$ cat src/rtl/fast_command_decoder.sv
`timescale 1ns/1ps
// -----------------------------------------------------------------------------
// fast_command_decoder
// Receive end of the ETROC2 fast-command link. Raw 8-bit deserialized words of
// arbitrary bit phase are word-aligned on the idle code 8'hF0. The 10 legal
// codes are decoded back to 4-bit command IDs. The block produces command
// strobes, a bunch-crossing counter and a saturating link-error counter.
//
// Ports
//   clk40        in   40 MHz clock
//   rstn         in   synchronous active-low reset
//   din_i        in   [7:0] raw word, din_i[7] received first
//   realign_i    in   one-cycle pulse forcing the aligner back to SEARCH
//   clr_err_i    in   clear err_count_o (wins over a simultaneous increment)
//   locked_o     out  aligner is in LOCKED
//   phase_o      out  [2:0] selected bit offset inside {previous word, din}
//   cmd_o        out  [3:0] last decoded command ID
//   cmd_valid_o  out  strobe: legal non-idle code decoded while locked
//   l1a_o        out  strobe: L1A or L1A_BCR decoded while locked
//   bcr_o        out  strobe: BCR or L1A_BCR decoded while locked
//   illegal_o    out  strobe: code outside the legal set while locked
//   bc_count_o   out  [11:0] bunch-crossing counter, wraps BC_MAX->0
//   err_count_o  out  [15:0] saturating count of illegal codes while locked
// -----------------------------------------------------------------------------
module fast_command_decoder #(
  parameter int unsigned LOCK_COUNT   = 16,
  parameter int unsigned UNLOCK_COUNT = 4,
  parameter int unsigned BC_MAX       = 3563
) (
  input  logic        clk40,
  input  logic        rstn,
  input  logic [7:0]  din_i,
  input  logic        realign_i,
  input  logic        clr_err_i,
  output logic        locked_o,
  output logic [2:0]  phase_o,
  output logic [3:0]  cmd_o,
  output logic        cmd_valid_o,
  output logic        l1a_o,
  output logic        bcr_o,
  output logic        illegal_o,
  output logic [11:0] bc_count_o,
  output logic [15:0] err_count_o
);

  localparam int CNT_W = $clog2(LOCK_COUNT + 1);
  localparam int BAD_W = $clog2(UNLOCK_COUNT + 1);

  localparam logic [1:0] ST_SEARCH  = 2'd0;
  localparam logic [1:0] ST_CONFIRM = 2'd1;
  localparam logic [1:0] ST_LOCKED  = 2'd2;

  localparam logic [7:0]       IDLE_CODE    = 8'hF0;
  localparam logic [3:0]       CMD_BCR      = 4'd2;
  localparam logic [3:0]       CMD_L1A      = 4'd6;
  localparam logic [3:0]       CMD_L1A_BCR  = 4'd7;
  localparam logic [CNT_W-1:0] LOCK_CNT_MAX = CNT_W'(LOCK_COUNT);
  localparam logic [BAD_W-1:0] BAD_CNT_MAX  = BAD_W'(UNLOCK_COUNT);
  localparam logic [11:0]      BC_WRAP      = 12'(BC_MAX);

  // 8-bit candidate starting p bits into the 16-bit window (MSB first).
  function automatic logic [7:0] cand_at(input logic [15:0] w, input logic [2:0] p);
    case (p)
      3'd0:    cand_at = w[15:8];
      3'd1:    cand_at = w[14:7];
      3'd2:    cand_at = w[13:6];
      3'd3:    cand_at = w[12:5];
      3'd4:    cand_at = w[11:4];
      3'd5:    cand_at = w[10:3];
      3'd6:    cand_at = w[9:2];
      3'd7:    cand_at = w[8:1];
      default: cand_at = w[15:8];
    endcase
  endfunction

  // Returns {legal, id}; illegal codes return 5'b0_0000.
  function automatic logic [4:0] decode_code(input logic [7:0] code);
    case (code)
      8'hF0:   decode_code = {1'b1, 4'd0};
      8'h33:   decode_code = {1'b1, 4'd1};
      8'h5A:   decode_code = {1'b1, 4'd2};
      8'h55:   decode_code = {1'b1, 4'd3};
      8'h66:   decode_code = {1'b1, 4'd4};
      8'h69:   decode_code = {1'b1, 4'd5};
      8'h96:   decode_code = {1'b1, 4'd6};
      8'h99:   decode_code = {1'b1, 4'd7};
      8'hA5:   decode_code = {1'b1, 4'd8};
      8'hAA:   decode_code = {1'b1, 4'd9};
      default: decode_code = {1'b0, 4'd0};
    endcase
  endfunction

  logic [7:0]       prev_q;
  logic [1:0]       state_q,     state_d;
  logic [2:0]       phase_q,     phase_d;
  logic [CNT_W-1:0] cnt_q,       cnt_d;
  logic [BAD_W-1:0] bad_q,       bad_d;
  logic             locked_q,    locked_d;
  logic [3:0]       cmd_q,       cmd_d;
  logic             cmd_valid_q, cmd_valid_d;
  logic             l1a_q,       l1a_d;
  logic             bcr_q,       bcr_d;
  logic             illegal_q,   illegal_d;
  logic [11:0]      bc_q,        bc_d;
  logic [15:0]      err_q,       err_d;

  logic [15:0]      window_s;
  logic [7:0]       match_s;
  logic [2:0]       lowest_s;
  logic [7:0]       cand_s;
  logic             legal_s;
  logic [3:0]       id_s;
  logic [BAD_W-1:0] bad_inc_s;

  // Window, idle search over all offsets and decode at the selected offset.
  always_comb begin
    window_s = {prev_q, din_i};
    match_s  = 8'h00;
    for (int p = 0; p < 8; p++) begin
      match_s[3'(p)] = (cand_at(window_s, 3'(p)) == IDLE_CODE);
    end
    // Lowest matching offset wins.
    casez (match_s)
      8'b???????1: lowest_s = 3'd0;
      8'b??????10: lowest_s = 3'd1;
      8'b?????100: lowest_s = 3'd2;
      8'b????1000: lowest_s = 3'd3;
      8'b???10000: lowest_s = 3'd4;
      8'b??100000: lowest_s = 3'd5;
      8'b?1000000: lowest_s = 3'd6;
      8'b10000000: lowest_s = 3'd7;
      default:     lowest_s = 3'd0;
    endcase
    cand_s              = cand_at(window_s, phase_q);
    {legal_s, id_s}     = decode_code(cand_s);
    bad_inc_s           = bad_q + BAD_W'(1);
  end

  // Alignment FSM, command decode, error and bunch-crossing next state.
  always_comb begin
    state_d     = state_q;
    phase_d     = phase_q;
    cnt_d       = cnt_q;
    bad_d       = bad_q;
    cmd_d       = cmd_q;
    cmd_valid_d = 1'b0;
    l1a_d       = 1'b0;
    bcr_d       = 1'b0;
    illegal_d   = 1'b0;
    err_d       = err_q;
    case (state_q)
      ST_SEARCH: begin
        if (|match_s) begin
          phase_d = lowest_s;
          cnt_d   = CNT_W'(1);
          state_d = ST_CONFIRM;
        end else begin
          cnt_d = '0;
        end
      end
      ST_CONFIRM: begin
        if (legal_s) begin
          if (cnt_q == LOCK_CNT_MAX) begin
            state_d = ST_LOCKED;
            cnt_d   = '0;
            bad_d   = '0;
          end else begin
            cnt_d = cnt_q + CNT_W'(1);
          end
        end else begin
          state_d = ST_SEARCH;
          cnt_d   = '0;
        end
      end
      ST_LOCKED: begin
        if (legal_s) begin
          cmd_d       = id_s;
          cmd_valid_d = (id_s != 4'd0);
          l1a_d       = (id_s == CMD_L1A) || (id_s == CMD_L1A_BCR);
          bcr_d       = (id_s == CMD_BCR) || (id_s == CMD_L1A_BCR);
          bad_d       = '0;
        end else begin
          illegal_d = 1'b1;
          err_d     = (err_q == 16'hFFFF) ? err_q : err_q + 16'd1;
          if (bad_inc_s == BAD_CNT_MAX) begin
            state_d = ST_SEARCH;
            bad_d   = '0;
          end else begin
            bad_d = bad_inc_s;
          end
        end
      end
      default: begin
        state_d = ST_SEARCH;
        cnt_d   = '0;
        bad_d   = '0;
      end
    endcase
    // realign beats every FSM transition; phase is left for the next idle match.
    if (realign_i) begin
      state_d = ST_SEARCH;
      cnt_d   = '0;
      bad_d   = '0;
    end else begin
      state_d = state_d;
    end
    if (clr_err_i) begin
      err_d = 16'h0000;
    end else begin
      err_d = err_d;
    end
    // A BCR strobe zeroes the counter on the same edge it is raised.
    if (bcr_d) begin
      bc_d = 12'd0;
    end else if (bc_q == BC_WRAP) begin
      bc_d = 12'd0;
    end else begin
      bc_d = bc_q + 12'd1;
    end
    locked_d = (state_d == ST_LOCKED);
  end

  // State and output registers with synchronous active-low reset.
  always_ff @(posedge clk40) begin
    if (!rstn) begin
      prev_q      <= 8'h00;
      state_q     <= ST_SEARCH;
      phase_q     <= 3'd0;
      cnt_q       <= '0;
      bad_q       <= '0;
      locked_q    <= 1'b0;
      cmd_q       <= 4'd0;
      cmd_valid_q <= 1'b0;
      l1a_q       <= 1'b0;
      bcr_q       <= 1'b0;
      illegal_q   <= 1'b0;
      bc_q        <= 12'd0;
      err_q       <= 16'h0000;
    end else begin
      prev_q      <= din_i;
      state_q     <= state_d;
      phase_q     <= phase_d;
      cnt_q       <= cnt_d;
      bad_q       <= bad_d;
      locked_q    <= locked_d;
      cmd_q       <= cmd_d;
      cmd_valid_q <= cmd_valid_d;
      l1a_q       <= l1a_d;
      bcr_q       <= bcr_d;
      illegal_q   <= illegal_d;
      bc_q        <= bc_d;
      err_q       <= err_d;
    end
  end

  assign locked_o    = locked_q;
  assign phase_o     = phase_q;
  assign cmd_o       = cmd_q;
  assign cmd_valid_o = cmd_valid_q;
  assign l1a_o       = l1a_q;
  assign bcr_o       = bcr_q;
  assign illegal_o   = illegal_q;
  assign bc_count_o  = bc_q;
  assign err_count_o = err_q;

endmodule
$ cat config.mk
export PLATFORM = sky130hd
export DESIGN_NAME = fast_command_decoder
export DESIGN_NICKNAME = d
export VERILOG_FILES = /design/src/rtl/fast_command_decoder.sv
export SDC_FILE = /design/constraint.sdc
export NUM_CORES = 1
export LEC_CHECK = 0
export CAP_MARGIN = 30
export CORE_MARGIN = 2
export CORE_UTILIZATION = 30
export CTS_CLUSTER_SIZE = 30
export DETAILED_ROUTE_END_ITERATION = 8
export PLACE_DENSITY = 0.56
export SYNTH_ARGS = -nofsm -noshare
export SYNTH_HDL_FRONTEND = slang
export SYNTH_SLANG_ARGS = --single-unit
$ cat constraint.sdc
create_clock -name clk40 -period 3.9 [get_ports clk40]
set_input_delay 0.78 -clock clk40 [delete_from_list [all_inputs] [get_ports clk40]]
set_output_delay 0.78 -clock clk40 [all_outputs]
set_load 0.05 [all_outputs]
### After elaboration in Yosys (flattened, before gate mapping)

Index checks and enable logic that the tools add are counted.
W data, S select, Z words.

| storage, ports and cells | value |
|---|---|
| flip-flop bits (word level) | 58 |
| bits of input ports | 12 |
| logic and storage cells | 94 |

| cells by class | value |
|---|---|
| add/subtract/negate cells | 4 |
| equal/unequal tests | 36 |
| mux-type cells | 22 |
| bitwise operators | 4 |
| reductions and logical operators | 15 |

Operator list:

| kind | count |
|---|---|
| $eq A8 B8 Y1 const B | 9 |
| $pmux W8 S8 | 1 |
| $pmux W5 S10 | 1 |
| $eq A8 B7 Y1 const B | 4 |
| $eq A3 B3 Y1 const B | 6 |
| $add A16 B1 Y16 const B | 1 |
| $eq A16 B16 Y1 const B | 1 |
| $pmux W5 S3 | 1 |
| $add A12 B1 Y12 const B | 1 |
| $eq A12 B12 Y1 const B | 1 |
| $mux W2 | 6 |
| $mux W3 | 4 |
| $pmux W2 S3 | 2 |
| $mux W5 | 2 |
| $pmux W3 S3 | 1 |
| $reduce_and A3 Y1 | 3 |
| $eq A4 B3 Y1 const B | 2 |
| $eq A8 B6 Y1 const B | 1 |
| $eq A2 B2 Y1 const B | 3 |
| $eq A3 B2 Y1 const B | 2 |
| $reduce_and A2 Y1 | 3 |
| $add A5 B1 Y5 const B | 1 |
| $eq A5 B5 Y1 const B | 1 |
| $eq A4 B2 Y1 const B | 1 |
| other kinds (14) | 23 |

### Logic depth before layout (Yosys ltp)

| logic depth | value |
|---|---|
| word-level depth | 9 |
| mapped depth | 9 |
| depth with buffers taken out | 6 |

### Least setup slack after synthesis

Ideal clock, no wire load.

| path | value |
|---|---|
| kind | reg2reg |
| from | reg phase_q[0] (netlist: phase_o[0]) |
| to | reg cnt_q[1] |
| library setup time | 0.124 ns |
| arrival | 3.153 ns |
| required time | 3.776 ns |
| setup slack | 0.623 ns |
| cell stages (with the launch flop) | 10 |
| buffers on the path | 3 |
| clock period less this slack | 3.277 ns |
| cells stage by stage | dfxtp_1 buf_2 mux4_2 nor4bb_1 or2_1 a222oi_1 buf_2 buf_4 a2bb2oi_1 nor2_1 |

| on the way | value |
|---|---|
| word-level cells in the longest chain between the ends | 6 |

Ends and longest elaborated chain:

| element | line | source |
|---|---|---|
| start, declared | 95 | `logic [2:0] phase_q, phase_d;` |
| start signal, assigned | 242 | `phase_q <= phase_d;` |
| $eq A3 B3 Y1 (tied with other cells) | 63 | `case (p)` |
| $pmux W8 S8 (*) | 63 |  |
| $eq A8 B8 Y1 (tied with other cells) | 78 | `case (code)` |
| $pmux W5 S10 (*) | 78 |  |
| $mux W5 (*) | 162 | `if (legal_s) begin` |
| $pmux W5 S3 (*) | 151 | `case (state_q)` |
| end signal, assigned | 243 | `cnt_q <= cnt_d;` |
| end, declared | 96 | `logic [CNT_W-1:0] cnt_q, cnt_d;` |

Mark *: on every way between the ends. The rest lies on a longest branch, timed or not.
A chain may end at the register's enable or synchronous reset.

### Final worst setup path

| path | value |
|---|---|
| from | in din_i[6] |
| to | reg bc_q[4] (netlist: bc_count_o[4]) |

| on the way | value |
|---|---|
| word-level cells in the longest chain between the ends | 8 |

Ends and longest elaborated chain:

| element | line | source |
|---|---|---|
| start, declared | 32 | `input logic [7:0] din_i,` |
| $pmux W8 S8 (*) | 63 |  |
| $eq A8 B8 Y1 (tied with other cells) | 78 |  |
| $pmux W5 S10 (*) | 78 |  |
| $eq A4 B2 Y1 / $eq A4 B3 Y1 (equally long branches) | 180 | `bcr_d = (id_s == CMD_BCR) \|\| (id_s == CMD_L1A_BCR);` |
| $logic_or A1 B1 Y1 | 180 |  |
| $mux W1 (*) | 176 | `if (legal_s) begin` |
| $mux W1 (*) | 151 |  |
| $reduce_or A3 Y1 (no source line) (*) | n/a |  |
| end signal, assigned | 237 | `bc_q <= 12'd0;` |
| end signal, assigned | 251 | `bc_q <= bc_d;` |
| end, declared | 104 | `logic [11:0] bc_q, bc_d;` |

Marked as above.

==> metrics.txt <==
initial antenna violation count 0; fin nets 420; area share of xor/xnor cells in the synthesized design 0.0253; Final Cycle Share 0.871; post-synthesis compound-gate area fraction 0.169; routed len/inst 14.0 um; FFs w/ async S/R, synth 0; Ports 52; #FFs+latches synth 57; Rel. slew slack 0.385; CTS Buf Count 9; Fill cells 1064; total of max-cap violations 0; final instance area 3950 um^2; first-pass GRT wire length 13.1 mm; CP Launch Type primary input; total negative slack 0 ns; fraction of layout cells with a size suffix above 1 0.101; H-tree Lvls 3; vias in the first global route 2714; Final Wtd Congestion 0.817; core area 10200 um^2; Hold Buf Count CTS 0; final core utilization 0.388; CP max stage cell a21oi_1; area leader, netlist dfxtp_1; clock buffer depth 2; EDFF count, synth 0; Crit path arrival time 3.57 ns; Vias/cell 5.26; mux cell area share after synthesis 0.0771; status finished, final reports clean; PwrDens 325 nW/um^2; Post-DP HPWL 5.50 mm; most frequent cell after synthesis dfxtp_1; global route overflow 0; Final Max Slew Viols 0; area delta synth->final 26.9%; worst path cell trace clkdlybuf4s50_1 -> mux4_2 -> nor4bb_1 -> o21a_1 -> o211ai_1 -> a21oi_1 -> nor4b_1; Total Routing Usage GR 0.144; HP Class reg2reg; f_max 294 MHz; Yosys top cell area share 0.366; post-synthesis average cell area 8.78 um^2; Top FF cell, synth dfxtp_1; RSZ-0062 raised after global routing no; crit-path max FO 12; DP Area 3740 um^2; final wirelength 7.59 mm; DRC 0; clock slew seen by the registers of the worst setup and hold paths 0.06 ns; Rows 37; full die area 11200 um^2; Register Area 1140 um^2; Yosys cell types 61; Synth area leaders dfxtp_1 (37%), mux4_2 (5.8%), nand2_1 (4.8%), nor2_1 (3.3%), nor4bb_1 (2.6%); WHS 0.465 ns; post-route ant nets 0; critical path class in2reg; IO Port Bufs 50; vias after detailed routing 2851; Post-synth top cells dfxtp_1 (57), nand2_1 (40), nor2_1 (27), a21oi_1 (15), clkbuf_1 (14); area share of fa/ha/maj cells after synthesis 0.0241; largest net degree at the start of global routing 19; Pre-antenna DRT Iters 4; Setup Skew 0.00615 ns; worst slew pin tran 0.923 ns; Diodes inserted 0; syn_nets 373; synthesized instance count 355; die height 106 um; post-synth design cell area 3120 um^2; area occupied by multi-input gates 1850 um^2; PostCTS Resize Cnt 0; Peak VDD IR 184 uV; clk_lat worst skew 0.33 ns; Final Critical Period 3.40 ns; Final Hold Viols 0; Worst Setup End Kind flop; clk sinks 57; Worst path max stage delay 0.73 ns; Req. time, crit path 4.08 ns; largest family of logic cells by synthesized area simple AND/OR/NAND/NOR gates; Syn. warnings 0; CTS root buffer clkbuf_8; DRT iter0 DRCs 81; Setup Fix Bufs, Post-CTS 0; Starting Density 0.306; Pleak 0.00142 uW; die width 106 um; post-synthesis sequential area ratio 0.366; CTS tree built; simple-gate area share of the yosys netlist 0.295; # setup viols final 0
-- worst paths after layout --
path                            slack [ns]       start  cells past startpoint       endpoint
worst max-delay path                  0.50    din_i[6]                      7  bc_count_o[4]
worst min-delay path                  0.46    cmd_o[0]                      2       cmd_o[0]
worst max register to register        0.66  phase_o[0]                      6  bc_count_o[4]
worst min register to register        0.46    cmd_o[0]                      2       cmd_o[0]
-- critical path, delay by kind of cell --
family / cells / cell delay (ns)
compound gates: 3 / 1.08
simple gates: 2 / 0.70
mux: 1 / 0.55
buf+inv: 1 / 0.47
-- layout make-up --
class | count | share of cell area
clock buffer | 12 | 0.0367
clock inverter | 3 | 0.0165
inverter | 13 | 0.0123
multi-input combinational | 266 | 0.467
sequential | 57 | 0.289
tap | 136 | 0.0430
timing repair buffer | 55 | 0.136
-- layer usage --
layer / up-vias / share of wire / track usage
met1: 1362 / 0.47 / 0.187
met3: 8 / 0.039 / 0.0313
met5: - / 0 / 0
met2: 67 / 0.47 / 0.237
met4: 0 / 0.013 / 0.0498
li1: 1414 / - / -
-- registers in the layout (all words and copies together) (netlist names) --
signal / flops
l1a_o: 1
locked_o: 1
bad_q: 3
cnt_q: 5
illegal_o: 1
err_count_o: 16
prev_q: 8
bc_count_o: 12
cmd_o: 4
cmd_valid_o: 1
phase_o: 2
bcr_o: 1
state_q: 2
-- per-stage QoR --
step	power (uW)	setup WS, ns	instances
CTS	1310	0.521	542
detailed placement	698	0.164	527
global placement	697	0.243	527
finish	1290	0.503	542
floorplan	668	0.623	355
global route	1340	0.205	542
-- where the power goes --
group          internal, uW  switching [uW]  leakage, uW
logic                  38.6            47.6     0.000854
registers               589            9.23     0.000462
clock network           373             228     0.000106
total                  1000             285      0.00142
-- cell usage in the layout, fill, tap and decap left out, types with 3 or more instances in the layout --
| cell | Yosys | routed |
|---|---|---|
| clkbuf_8 | 0 | 10 |
| a32o_1 | 3 | 3 |
| buf_4 | 2 | 5 |
| nand4_1 | 11 | 11 |
| mux4_2 | 8 | 8 |
| inv_1 | 13 | 13 |
| o311ai_0 | 4 | 4 |
| a31o_2 | 5 | 5 |
| ha_1 | 6 | 6 |
| mux2i_1 | 6 | 6 |
| xnor2_1 | 5 | 5 |
| xor2_1 | 4 | 4 |
| a21oi_1 | 15 | 15 |
| o21a_1 | 6 | 6 |
| nor3_1 | 8 | 8 |
| nor4b_1 | 3 | 3 |
| o21ai_0 | 3 | 3 |
| nand2_1 | 40 | 40 |
| o211ai_1 | 4 | 4 |
| or2_2 | 9 | 9 |
| nand2b_1 | 6 | 6 |
| nor2_1 | 27 | 27 |
| nand3_1 | 7 | 7 |
| o41ai_1 | 4 | 4 |
| and3_1 | 10 | 10 |
| o31ai_1 | 4 | 4 |
| nor4_1 | 3 | 3 |
| dfxtp_1 | 57 | 57 |
| nor2b_1 | 8 | 8 |
| clkdlybuf4s50_1 | 0 | 50 |
| or4_1 | 4 | 4 |
| and2_1 | 9 | 9 |
| a31oi_1 | 3 | 3 |
| and4_1 | 4 | 4 |
| nor4bb_1 | 8 | 8 |
-- logic make-up (layout without fill, tap and decap cells) --
kind of cell | Yosys count | in the layout
buffers and inverters | 32 | 83
muxes | 14 | 14
xor gates and xnor gates | 9 | 9
adders and majority gates | 6 | 6
AOI/OAI and AO/OA | 71 | 71
and+or+nand+nor | 165 | 165
other | 1 | 1
DFF | 57 | 57
No activity file was read; power rests on OpenSTA's default activity.
